[src/rtl/mc_bus_if.sv]
// MCU asynchronous parallel bus between an MCU (master) and mc_bus_slave.
// The bidirectional data pin is carried as inbound data, outbound data and an output enable.
interface mc_bus_if #(
  parameter int MC_DATA_WIDTH = 16,
  parameter int MC_ADD_WIDTH  = 6
);
  logic                     mc_ce;
  logic                     mc_we;
  logic                     mc_oe;
  logic [MC_ADD_WIDTH-1:0]  mc_add;
  logic [MC_DATA_WIDTH-1:0] mc_data_in;
  logic [MC_DATA_WIDTH-1:0] mc_data_out;
  logic                     mc_data_oe;

  modport master (
    output mc_ce, mc_we, mc_oe, mc_add, mc_data_in,
    input  mc_data_out, mc_data_oe
  );

  modport slave (
    input  mc_ce, mc_we, mc_oe, mc_add, mc_data_in,
    output mc_data_out, mc_data_oe
  );
endinterface

[src/rtl/mc_bus_slave.sv]
// MCU asynchronous-bus register slave with a FIFO read port and a status word.
// Optional feature: define MC_READBACK_EN to make writable slots readable over the bus.
module mc_bus_slave #(
  parameter int MC_DATA_WIDTH = 16,
  parameter int MC_ADD_WIDTH  = 6,
  parameter int NUM_REGS      = 8
) (
  input  logic                              clk,
  input  logic                              rst_n,
  mc_bus_if.slave                           bus,
  output logic [NUM_REGS*MC_DATA_WIDTH-1:0] reg_q_o,
  output logic [NUM_REGS-1:0]               wr_strobe_o,
  input  logic [MC_DATA_WIDTH-1:0]          fifo_rd_data_i,
  input  logic                              fifo_empty_i,
  output logic                              fifo_rd_en_o
);

  localparam int DW = MC_DATA_WIDTH;
  localparam logic [MC_ADD_WIDTH-1:0] FIFO_ADDR   = MC_ADD_WIDTH'(2);
  localparam logic [MC_ADD_WIDTH-1:0] STATUS_ADDR = MC_ADD_WIDTH'(NUM_REGS - 1);

  // Slot 2 is the FIFO port and the top slot is status; neither holds bus-written data.
  function automatic logic slot_writable(input int k);
    return (k != 2) && (k != (NUM_REGS - 1));
  endfunction

  // strobe chains: [0] first flop, [1] synchronized level, [2] edge-detect stage
  logic [2:0] ce_sync_q, we_sync_q, oe_sync_q;
  logic       ce_s, we_s, oe_s;
  logic       ce_rise_s, we_rise_s, oe_rise_s, oe_fall_s;

  logic [MC_ADD_WIDTH-1:0] hold_add_q, hold_add_d;
  logic [DW-1:0]           hold_data_q, hold_data_d;
  logic                    wr_pending_q, wr_pending_d;
  logic                    commit_s;
  logic [NUM_REGS*DW-1:0]  regs_q, regs_d;
  logic [NUM_REGS-1:0]     wr_strobe_q, wr_strobe_d;

  logic [DW-1:0] rd_data_q, rd_data_d;
  logic [DW-1:0] slot_rd_s, status_s, rd_mux_s;
  logic          underflow_q, underflow_d;
  logic          fifo_rd_en_q, fifo_rd_en_d;
  logic          fifo_access_s;

  // Bus strobe synchronizers; idle level is high so reset cannot fake an edge.
  always_ff @(posedge clk or negedge rst_n) begin
    if (!rst_n) begin
      ce_sync_q <= 3'b111;
      we_sync_q <= 3'b111;
      oe_sync_q <= 3'b111;
    end else begin
      ce_sync_q <= {ce_sync_q[1:0], bus.mc_ce};
      we_sync_q <= {we_sync_q[1:0], bus.mc_we};
      oe_sync_q <= {oe_sync_q[1:0], bus.mc_oe};
    end
  end

  assign ce_s      = ce_sync_q[1];
  assign we_s      = we_sync_q[1];
  assign oe_s      = oe_sync_q[1];
  assign ce_rise_s = ce_sync_q[1] & ~ce_sync_q[2];
  assign we_rise_s = we_sync_q[1] & ~we_sync_q[2];
  assign oe_rise_s = oe_sync_q[1] & ~oe_sync_q[2];
  assign oe_fall_s = ~oe_sync_q[1] & oe_sync_q[2];

  // Capture address/data during a write and track whether it is still eligible to commit.
  always_comb begin
    hold_add_d   = hold_add_q;
    hold_data_d  = hold_data_q;
    wr_pending_d = wr_pending_q;
    if (!we_s && !ce_s) begin
      hold_add_d   = bus.mc_add;
      hold_data_d  = bus.mc_data_in;
      wr_pending_d = 1'b1;
    end else if (we_rise_s || ce_rise_s) begin
      wr_pending_d = 1'b0;
    end else begin
      wr_pending_d = wr_pending_q;
    end
  end

  // a chip-enable release before the write strobe rises drops the pending write
  assign commit_s = we_rise_s && !ce_s && wr_pending_q;

  // Commit the held word into its slot and raise that slot's strobe for one cycle.
  always_comb begin
    regs_d      = regs_q;
    wr_strobe_d = '0;
    for (int k = 0; k < NUM_REGS; k++) begin
      if (commit_s && slot_writable(k) && (hold_add_q == MC_ADD_WIDTH'(k))) begin
        regs_d[k*DW +: DW] = hold_data_q;
        wr_strobe_d[k]     = 1'b1;
      end else begin
        wr_strobe_d[k]     = 1'b0;
      end
    end
  end

  assign status_s = {{(DW-2){1'b0}}, underflow_q, fifo_empty_i};

  // Writable-slot read value; zero unless readback is built in.
  always_comb begin
    slot_rd_s = '0;
`ifdef MC_READBACK_EN
    for (int k = 0; k < NUM_REGS; k++) begin
      slot_rd_s = slot_rd_s |
                  ((slot_writable(k) && (bus.mc_add == MC_ADD_WIDTH'(k))) ?
                   regs_q[k*DW +: DW] : {DW{1'b0}});
    end
`else
    slot_rd_s = {DW{1'b0}};
`endif
  end

  // Address mux; out-of-range addresses fall through to a zero slot value.
  always_comb begin
    if (bus.mc_add == FIFO_ADDR) begin
      rd_mux_s = fifo_empty_i ? {DW{1'b0}} : fifo_rd_data_i;
    end else if (bus.mc_add == STATUS_ADDR) begin
      rd_mux_s = status_s;
    end else begin
      rd_mux_s = slot_rd_s;
    end
  end

  // a concurrent write (we low) suppresses the FIFO side effects of the read
  assign fifo_access_s = oe_fall_s && !ce_s && we_s && (bus.mc_add == FIFO_ADDR);

  // Read data tracks while oe is idle, freezes on oe fall, pops the FIFO once per pulse.
  always_comb begin
    rd_data_d    = rd_data_q;
    underflow_d  = underflow_q;
    fifo_rd_en_d = 1'b0;
    if (oe_s) begin
      rd_data_d = rd_mux_s;
      if (oe_rise_s && (bus.mc_add == STATUS_ADDR)) begin
        underflow_d = 1'b0;
      end else begin
        underflow_d = underflow_q;
      end
    end else if (fifo_access_s) begin
      if (fifo_empty_i) begin
        rd_data_d   = {DW{1'b0}};
        underflow_d = 1'b1;
      end else begin
        rd_data_d    = fifo_rd_data_i;
        fifo_rd_en_d = 1'b1;
      end
    end else begin
      rd_data_d = rd_data_q;
    end
  end

  // State registers.
  always_ff @(posedge clk or negedge rst_n) begin
    if (!rst_n) begin
      hold_add_q   <= '0;
      hold_data_q  <= '0;
      wr_pending_q <= 1'b0;
      regs_q       <= '0;
      wr_strobe_q  <= '0;
      rd_data_q    <= '0;
      underflow_q  <= 1'b0;
      fifo_rd_en_q <= 1'b0;
    end else begin
      hold_add_q   <= hold_add_d;
      hold_data_q  <= hold_data_d;
      wr_pending_q <= wr_pending_d;
      regs_q       <= regs_d;
      wr_strobe_q  <= wr_strobe_d;
      rd_data_q    <= rd_data_d;
      underflow_q  <= underflow_d;
      fifo_rd_en_q <= fifo_rd_en_d;
    end
  end

  assign reg_q_o         = regs_q;
  assign wr_strobe_o     = wr_strobe_q;
  assign fifo_rd_en_o    = fifo_rd_en_q;
  assign bus.mc_data_out = rd_data_q;
  // pad enable follows the raw pins so the MCU sees data within its own access window
  assign bus.mc_data_oe  = ~bus.mc_ce & ~bus.mc_oe & bus.mc_we;

endmodule

[src/flat_wrapper.sv]
// flat-port wrapper written by rule: the top's interface ports become plain ports
module mc_bus_slave_flat 
#(
  parameter int MC_DATA_WIDTH = 16,
  parameter int MC_ADD_WIDTH  = 6,
  parameter int NUM_REGS      = 8
)
  (clk, rst_n, reg_q_o, wr_strobe_o, fifo_rd_data_i, fifo_empty_i, fifo_rd_en_o, bus_mc_ce, bus_mc_we, bus_mc_oe, bus_mc_add, bus_mc_data_in, bus_mc_data_out, bus_mc_data_oe);
  mc_bus_if #(.MC_DATA_WIDTH(MC_DATA_WIDTH), .MC_ADD_WIDTH(MC_ADD_WIDTH)) bus_i ();
  input  logic clk;
  input  logic rst_n;
  output logic [NUM_REGS*MC_DATA_WIDTH-1:0] reg_q_o;
  output logic [NUM_REGS-1:0] wr_strobe_o;
  input  logic [MC_DATA_WIDTH-1:0] fifo_rd_data_i;
  input  logic fifo_empty_i;
  output logic fifo_rd_en_o;
  input wire logic [$bits(bus_i.mc_ce)-1:0] bus_mc_ce;
  input wire logic [$bits(bus_i.mc_we)-1:0] bus_mc_we;
  input wire logic [$bits(bus_i.mc_oe)-1:0] bus_mc_oe;
  input wire logic [$bits(bus_i.mc_add)-1:0] bus_mc_add;
  input wire logic [$bits(bus_i.mc_data_in)-1:0] bus_mc_data_in;
  output wire logic [$bits(bus_i.mc_data_out)-1:0] bus_mc_data_out;
  output wire logic [$bits(bus_i.mc_data_oe)-1:0] bus_mc_data_oe;
  assign bus_i.mc_ce = bus_mc_ce;
  assign bus_i.mc_we = bus_mc_we;
  assign bus_i.mc_oe = bus_mc_oe;
  assign bus_i.mc_add = bus_mc_add;
  assign bus_i.mc_data_in = bus_mc_data_in;
  assign bus_mc_data_out = bus_i.mc_data_out;
  assign bus_mc_data_oe = bus_i.mc_data_oe;
  mc_bus_slave #(.MC_DATA_WIDTH(MC_DATA_WIDTH), .MC_ADD_WIDTH(MC_ADD_WIDTH), .NUM_REGS(NUM_REGS)) u_core (.clk(clk), .rst_n(rst_n), .bus(bus_i), .reg_q_o(reg_q_o), .wr_strobe_o(wr_strobe_o), .fifo_rd_data_i(fifo_rd_data_i), .fifo_empty_i(fifo_empty_i), .fifo_rd_en_o(fifo_rd_en_o));
endmodule
[config.mk]
export PLATFORM = sky130hd
export DESIGN_NAME = mc_bus_slave_flat
export DESIGN_NICKNAME = d
export VERILOG_FILES = /design/src/rtl/mc_bus_if.sv /design/src/rtl/mc_bus_slave.sv /design/src/flat_wrapper.sv
export SDC_FILE = /design/constraint.sdc
export NUM_CORES = 1
export LEC_CHECK = 0
export ABC_AREA = 1
export CAP_MARGIN = 40
export CORE_ASPECT_RATIO = 0.7
export CORE_MARGIN = 2
export CORE_UTILIZATION = 44
export CTS_CLUSTER_SIZE = 14
export DETAILED_ROUTE_END_ITERATION = 7
export PLACE_DENSITY_LB_ADDON = 0.05
export SLEW_MARGIN = 20
export SYNTH_ARGS = -nofsm -noshare
export SYNTH_HDL_FRONTEND = slang
export SYNTH_SLANG_ARGS = --single-unit
[constraint.sdc]
create_clock -name clk -period 2.65 [get_ports clk]
set_input_delay 0.3975 -clock clk [delete_from_list [all_inputs] [get_ports clk]]
set_output_delay 0.3975 -clock clk [all_outputs]
set_load 0.05 [all_outputs]
* After elaboration in Yosys (flattened, before gate mapping) *
Cells that the tools add are included.

storage, ports and cells
  register bits = 152
  logic and storage cells = 77
  input port bits = 44

operators by class
  equal/unequal tests = 8
  mux-type cells = 20
  bitwise gates (word level) = 12
  reduce and logical (&&, ||, !) cells = 21

operator list
  operator                                                                number
  16-bit two-way mux                                                      4
  6-bit by 3-bit equality test with 1-bit output (second input constant)  4
  1-bit two-way mux                                                       15
  1-bit logical AND                                                       13
  6-bit by 2-bit equality test with 1-bit output (second input constant)  2
  1-bit bitwise AND                                                       6
  6-bit by 1-bit equality test with 1-bit output (second input constant)  1
  6-bit logical NOT                                                       1
  1-bit NOT                                                               6
  2-bit nonzero test                                                      3
  3-bit AND reduction                                                     1
  1-bit logical NOT                                                       2
  2-bit two-way mux                                                       1
  2-bit inequality test (second input constant)                           1
  1-bit logical OR                                                        1

* Depth between registers and ports, before layout *
Gate-level depths: netlist (run 1).

  depth after elaboration = 7
  depth in mapped cells = 8
  mapped depth without buffers = 7

* Worst setup path after synthesis (run 1) *
No wires, ideal clock.

  path kind = input to output
  from = in bus_mc_oe
  to = out bus_mc_data_oe
  setup slack = 0.697 ns
  arrival = 1.555 ns
  stages on the path = 1
  path buffers = 0
  cells stage by stage = nor3b_1

on the way
  cells in the longest elaborated chain, start to end = 3

RTL lines
  element                          RTL line             source
  from (decl)                      flat_wrapper.sv:19   input wire logic [$bits(bus_i.mc_oe)-1:0] bus_mc_oe;
  1-bit NOT                        mc_bus_slave.sv:182  assign bus.mc_data_oe = ~bus.mc_ce & ~bus.mc_oe & bus.mc_we;
  1-bit bitwise AND (2 in series)  mc_bus_slave.sv:182
  to (decl)                        flat_wrapper.sv:23   output wire logic [$bits(bus_i.mc_data_oe)-1:0] bus_mc_data_oe;

Every way passes these cells.

* Worst setup path after layout (run 1) *
  from = reg u_core.regs_q[84], in the netlist u_core.reg_q_o[84]
  to = out reg_q_o[84]

RTL lines
  element                 RTL line             source
  from (decl)             mc_bus_slave.sv:36   logic [NUM_REGS*DW-1:0] regs_q, regs_d;
  from (signal assigned)  mc_bus_slave.sv:169  regs_q <= regs_d;
  to (decl)               flat_wrapper.sv:12   output logic [NUM_REGS*MC_DATA_WIDTH-1:0] reg_q_o;

No word-level cell between the ends.

==> impl_results.md, run 1 <==
- Initial antenna violation count: 0
- Mean Syn Cell Area: 9.921 µm²
- Worst path max stage delay: 0.83 ns
- Cell Chain, Critical Path: clkdlybuf4s50_1
- Post-Synthesis Cells: 652
- DP HPWL: 11470 µm
- Lkg Pwr: 4.101 nW
- Clock tree root buffer cell: clkbuf_16
- Post-Synth Adder-Cell Area: 0%
- Placed inst area: 0.008034 mm²
- Fill count: 1269
- Yosys cell types: 33
- HP Class: reg2reg
- Net switching power: 1.629 mW
- First-pass GRT wire length: 25540 µm
- Compound-gate portion of the synthesized area: 13.19%
- Total grt overflow: 0
- Drt first pass iters: 5
- Crit path DAT: 1.62 ns
- Crit path max fanout: 2
- Vias/cell: 4.829
- Via count: 4916
- Core ar.: 0.01454 mm²
- Die footprint: 0.01570 mm²
- Total Routing Usage GR: 21.20%
- Starting Density: 44.50%
- Peak supply drop: 417.0 µV
- DR WL/cell: 15.74 µm
- Ys Warns: 0
- Clk_skew: 0.009726 ns
- Dominant cell type by area after synthesis: dfrtp_1
- Worst Setup End Kind: output pin
- Post-synthesis cell area: 0.006469 mm²
- Global placement routability congestion: 0.8581
- Crit start category: register
- Setup TNS: 0 ns
- Area grow syn2layout: 33.62%
- Row cnt: 37
- Worst-Skew Late Latency: 0.41 ns
- Height of the die: 105.4 µm
- Share of cells above drive strength 1: 12.64%
- Synth Area in Simple Gates: 17.23%
- RSZ-0062 raised after global routing: no
- Max transition margin: 58.87%
- Port Buffers: 163
- CTS tree: done
- Maximum buffer depth of the clock tree: 2
- Hold Crit Depth: 0
- Critical path required time: 2.25 ns
- Final #Nets: 854
- Post-synthesis xor/xnor area fraction: 0%
- Post-synthesis register bit count: 152
- Seq/Total Area, Yosys: 58.97%
- Final min period: 2.015 ns
- Synth area leaders: dfrtp_1 55%, nand2_1 10%, o21ai_2 5.0%, o21ai_0 4.1%, buf_4 3.9%
- Cell Pwr Density: 670.6 mW/mm²
- Status: finished clean
- Largest family of logic cells by synthesized area: simple AND/OR/NAND/NOR gates
- Detailed Route Iter0 Violations: 393
- Mux cell area share after synthesis: 0.1741%
- Count of final hold-check violations: 0
- Routed Antenna Nets: 0
- Slowest CP cell: clkdlybuf4s50_1
- Clock Sinks: 152
- Final period utilization: 76.04%
- CP top delay family: buffers and inverters
- Reg power frac: 43.5%
- Drt drc: 0
- Slew Viols, Final: 0
- Internal power: 4.168 mW
- Largest net degree at the start of global routing: 59
- Setup violators final: 0
- Buf/Inv on CP: 1
- MaxCap Viol Count: 0
- Chip width: 148.9 µm
- Sw Ratio: 28.10%
- Num CTS Buffers: 17
- CTS resizes: 0
- I/O pins: 198
- Vias in the first global route: 4681
- Gate power share: 14.1%
- Worst R2R Path Depth: 6
- Clock Pin Slew Worst Setup and Hold Paths: 0.06 ns
- Maximum clock rate: 496.3 MHz
- Clk pwr share: 42.3%
- Post-Layout Inst Area: 0.008643 mm²
- Yosys top cell area share: 55.32%
- Final Power: 5.796 mW
- Ant. Diodes: 0
- Final wirelength: 16020 µm
- Crit Path Category: reg2out
- Worst slew pin tran: 0.6150 ns
- Levels on crit path: 1
- Htree depth: 4
-- cell families after synthesis --
kind of cell	Yosys count
AND/OR/NAND/NOR	251
AO/OA/AOI/OAI	135
buffers and inverters	112
multiplexers	1
other	1
flip-flops	152
-- registers in the layout, indices dropped and copies added, names as in the netlist --
register	count
u_core.oe_sync_q	3
u_core.we_sync_q	3
u_core.bus.mc_data_out	16
u_core.fifo_rd_en_o	1
u_core.reg_q_o	96
u_core.hold_add_q	6
u_core.wr_pending_q	1
u_core.wr_strobe_o	6
u_core.hold_data_q	16
u_core.underflow_q	1
u_core.ce_sync_q	3
-- cell type report --
| type | instances | area (µm²) | share of cell area, % |
|---|---|---|---|
| Clock buffer | 21 | 450.4 | 5.211 |
| Clock inverter | 11 | 148.9 | 1.723 |
| Inverter | 47 | 182.7 | 2.113 |
| Multi-Input combinational cell | 421 | 2110 | 24.41 |
| Sequential cell | 152 | 3815 | 44.14 |
| Tap cell | 195 | 244.0 | 2.823 |
| Timing Repair Buffer | 171 | 1693 | 19.59 |
-- final timing paths --
check	from	end	slack [ns]
min reg2reg	u_core.oe_sync_q[0]	u_core.oe_sync_q[1]	0.36
min in group asynchronous	rst_n	u_core.reg_q_o[58]	0.51
max	u_core.reg_q_o[84]	reg_q_o[84]	0.63
min	u_core.oe_sync_q[0]	u_core.oe_sync_q[1]	0.36
max in group asynchronous	rst_n	u_core.hold_data_q[8]	1.26
max reg2reg	u_core.oe_sync_q[1]	u_core.bus.mc_data_out[11]	0.68
-- timing repair --
| action | in CTS | in global routing |
|---|---|---|
| hold endpoints to repair | 48 | 0 |
| buffers inserted | 0 | 0 |
| hold buffers | 1 | 0 |
-- placed cells by master (no fill, tap or decap), drive strengths merged, types with 15 or more instances in the layout --
master	instances
conb	34
nand3	25
clkdlybuf4s50	161
o211ai	15
clkbuf	21
inv	47
o21ai	117
dfrtp	143
nor2	39
nand2	176
-- through the flow --
stage,cells,utilization [%],hold WS [ns],worst slack [ns]
2_1_floorplan,685,-,0.1019,0.6970
3_3_place_gp,985,55.27,0.3483,0.8208
3_5_place_dp,985,55.27,0.3468,0.7191
4_1_cts,1018,59.46,0.3559,0.6154
5_1_grt,1018,59.46,0.3576,0.4622
6_report,1018,59.46,0.3558,0.6350
-- cells in the mapped netlist, drive strengths merged --
master and number:
mux2 1, nor2 39, inv 46, buf 53
o21ai 117, clkbuf 12, nor3b 1, nor3 1
nor4 1, clkinv 1, dfrtp 143, nand3b 3
nand3 25, o22ai 1, conb 1, nand2 176
nand4 5, a21oi 2, o211ai 15, dfstp 9
-- power by group through the flow --
stage,registers (mW),clock network (mW),logic [mW]
finish,2.52,2.45,0.819
global route,2.54,2.59,0.879
CTS,2.52,2.49,0.825
detailed placement,2.56,0,0.820
global placement,2.56,0,0.810
floorplan,2.74,0,0.349
-- metal layers --
| metal | vias up | track usage, % | routed length (µm) |
|---|---|---|---|
| met4 | 0 | 6.871 | 203 |
| met1 | 2362 | 33.50 | 7934 |
| met5 | - | 0 | 0 |
| met2 | 172 | 28.57 | 6765 |
| met3 | 13 | 4.762 | 1117 |
| li1 | 2369 | - | - |
Power figures use the tool's default switching activity.
==> run 2, diff against run 1 <==
==> constraint.sdc (replaced) <==
create_clock -name clk -period 1.9 [get_ports clk]
set_input_delay 0.285 -clock clk [delete_from_list [all_inputs] [get_ports clk]]
set_output_delay 0.285 -clock clk [all_outputs]
set_load 0.05 [all_outputs]
==> run 2 against run 1 <==
Clock power is 42% higher. Sequential power is 39% higher. Hold slack worse by 0.061 ns. Via count is 0.98% higher. Clock skew is 0.0025 ns lower. Register-to-register slack worse by 0.48 ns. Global-route usage is 0.22 points lower. Routed wire length is 0.70% lower. Non-clock buffer count is 9 higher. Die area stayed put. Core utilization is 1.7 points higher. First-iteration DRC count is 27% lower. Largest power group unchanged. Highest routed layer unchanged.
==> impl_results.md, run 2 (same netlist as run 1, synthesis figures left out) <==
- Status: finished clean
- Core ar.: 0.01454 mm²
- First-pass GRT wire length: 25070 µm
- Clock tree root buffer cell: clkbuf_16
- Crit Path Category: reg2out
- Total grt overflow: 0
- RSZ-0062 raised after global routing: no
- Port Buffers: 163
- I/O pins: 198
- Final Power: 8.139 mW
- Htree depth: 4
- Reg power frac: 43.1%
- Internal power: 5.907 mW
- DR WL/cell: 15.49 µm
- Setup violators final: 0
- Cell Pwr Density: 915.6 mW/mm²
- Vias in the first global route: 4613
- CTS tree: done
- WHS: 0.2953 ns
- Worst path max stage delay: 0.81 ns
- Crit path max fanout: 2
- Fill count: 1252
- Die footprint: 0.01570 mm²
- Lkg Pwr: 5.515 nW
- Worst-Skew Late Latency: 0.42 ns
- Drt drc: 0
- Crit start category: register
- Max reg flops: 96
- Vias/cell: 4.833
- Post-Layout Inst Area: 0.008890 mm²
- Height of the die: 105.4 µm
- Sw Ratio: 27.43%
- Max transition margin: 63.17%
- Final core utilization: 61.16%
- Most frequent cells in the layout: 172 x nand2_1, 143 x dfrtp_1, 70 x clkdlybuf4s50_1
- Starting Density: 44.50%
- Slew Viols, Final: 0
- Clock Sinks: 152
- Final min period: 1.867 ns
- Maximum buffer depth of the clock tree: 2
- Register Area: 0.003815 mm²
- Setup TNS: 0 ns
- Final #Nets: 863
- Clock Pin Slew Worst Setup and Hold Paths: 0.06 ns
- Setup slack after layout: 0.03338 ns
- Post-Layout Cell Count: 1027
- DP HPWL: 11430 µm
- Clk_skew: 0.007218 ns
- Detailed Route Iter0 Violations: 285
- Area used by multi-input combinational logic: 0.002110 mm²
- Worst Setup End Kind: output pin
- Total Routing Usage GR: 20.98%
- Peak supply drop: 738.0 µV
- Routed Antenna Nets: 0
- Slowest CP cell: clkdlybuf4s50_1
- Worst slew pin tran: 0.5515 ns
- Drt first pass iters: 5
- Final period utilization: 98.24%
- Crit path DAT: 1.58 ns
- Chip width: 148.9 µm
- Worst slack at placement: 0.1564 ns
- Ant. Diodes: 0
- Most common cell after layout, fill and taps aside: nand2_1
- Post-placement cell count: 994
- Critical path required time: 1.62 ns
- HP Class: in2reg
- Cell Chain, Critical Path: clkdlybuf4s50_1
- Largest net degree at the start of global routing: 48
- Placed inst area: 0.008117 mm²
- Global placement routability congestion: 0.8644
- Via count: 4964
- Gate power share: 14.1%
- Num CTS Buffers: 17
- # Post-CTS Setup Buffers: 0
- Area grow syn2layout: 37.43%
- Net switching power: 2.232 mW
- Initial antenna violation count: 0
- Maximum clock rate: 535.7 MHz
- Count of final hold-check violations: 0
- Row cnt: 37
- MaxCap Viol Count: 0
- Clk pwr share: 42.8%
- Buf/Inv on CP: 1
- CP top delay family: buffers and inverters
- Final wirelength: 15910 µm
- Share of cells above drive strength 1: 14.66%
==> run 2: path summary, 6_finish.rpt <==
| path | from | to | slack, ns | cells past startpoint |
|---|---|---|---|---|
| min in group asynchronous | rst_n | u_core.reg_q_o[58] | 0.36 | 2 |
| max in group asynchronous | rst_n | u_core.oe_sync_q[2] | 0.89 | 3 |
| worst min register to register | u_core.oe_sync_q[0] | u_core.oe_sync_q[1] | 0.35 | 0 |
| worst max-delay path | u_core.reg_q_o[68] | reg_q_o[68] | 0.03 | 1 |
| worst max register to register | u_core.we_sync_q[1] | u_core.reg_q_o[89] | 0.20 | 8 |
| worst min-delay path | bus_mc_ce | u_core.ce_sync_q[0] | 0.30 | 1 |
==> run 2: layout make-up <==
cell class              count  share of cell area (%)
multi-input cells         421                   23.73
inverters                  47                   2.055
well taps                 195                   2.745
flip-flops and latches    152                   42.91
clock inverters             8                   1.337
clock buffers              24                   5.531
repair buffers            180                   21.69
==> run 2: metal layers <==
layer	routed length (µm)	vias to the layer above	track usage (%)
met3	1154	18	6.017
met4	254	0	7.891
met1	7932	2369	33.05
met5	0	-	0
met2	6567	179	26.89
li1	-	2398	-
==> run 2: power groups by stage <==
| stage | Sequential, mW | Combinational, mW | Clock [mW] |
|---|---|---|---|
| floorplan | 3.82 | 0.487 | 0 |
| global placement | 3.56 | 1.15 | 0 |
| detailed placement | 3.57 | 1.17 | 0 |
| CTS | 3.51 | 1.16 | 3.53 |
| global route | 3.53 | 1.23 | 3.68 |
| finish | 3.51 | 1.15 | 3.48 |
==> run 2: repair_timing <==
item / CTS / global route
pin swaps: 0 / 0
gates cloned: 0 / 0
hold endpoints to repair: 40 / 0
setup endpoints to repair: 14 / 68
hold buffers: 1 / 0
resized for setup: 14 / 68
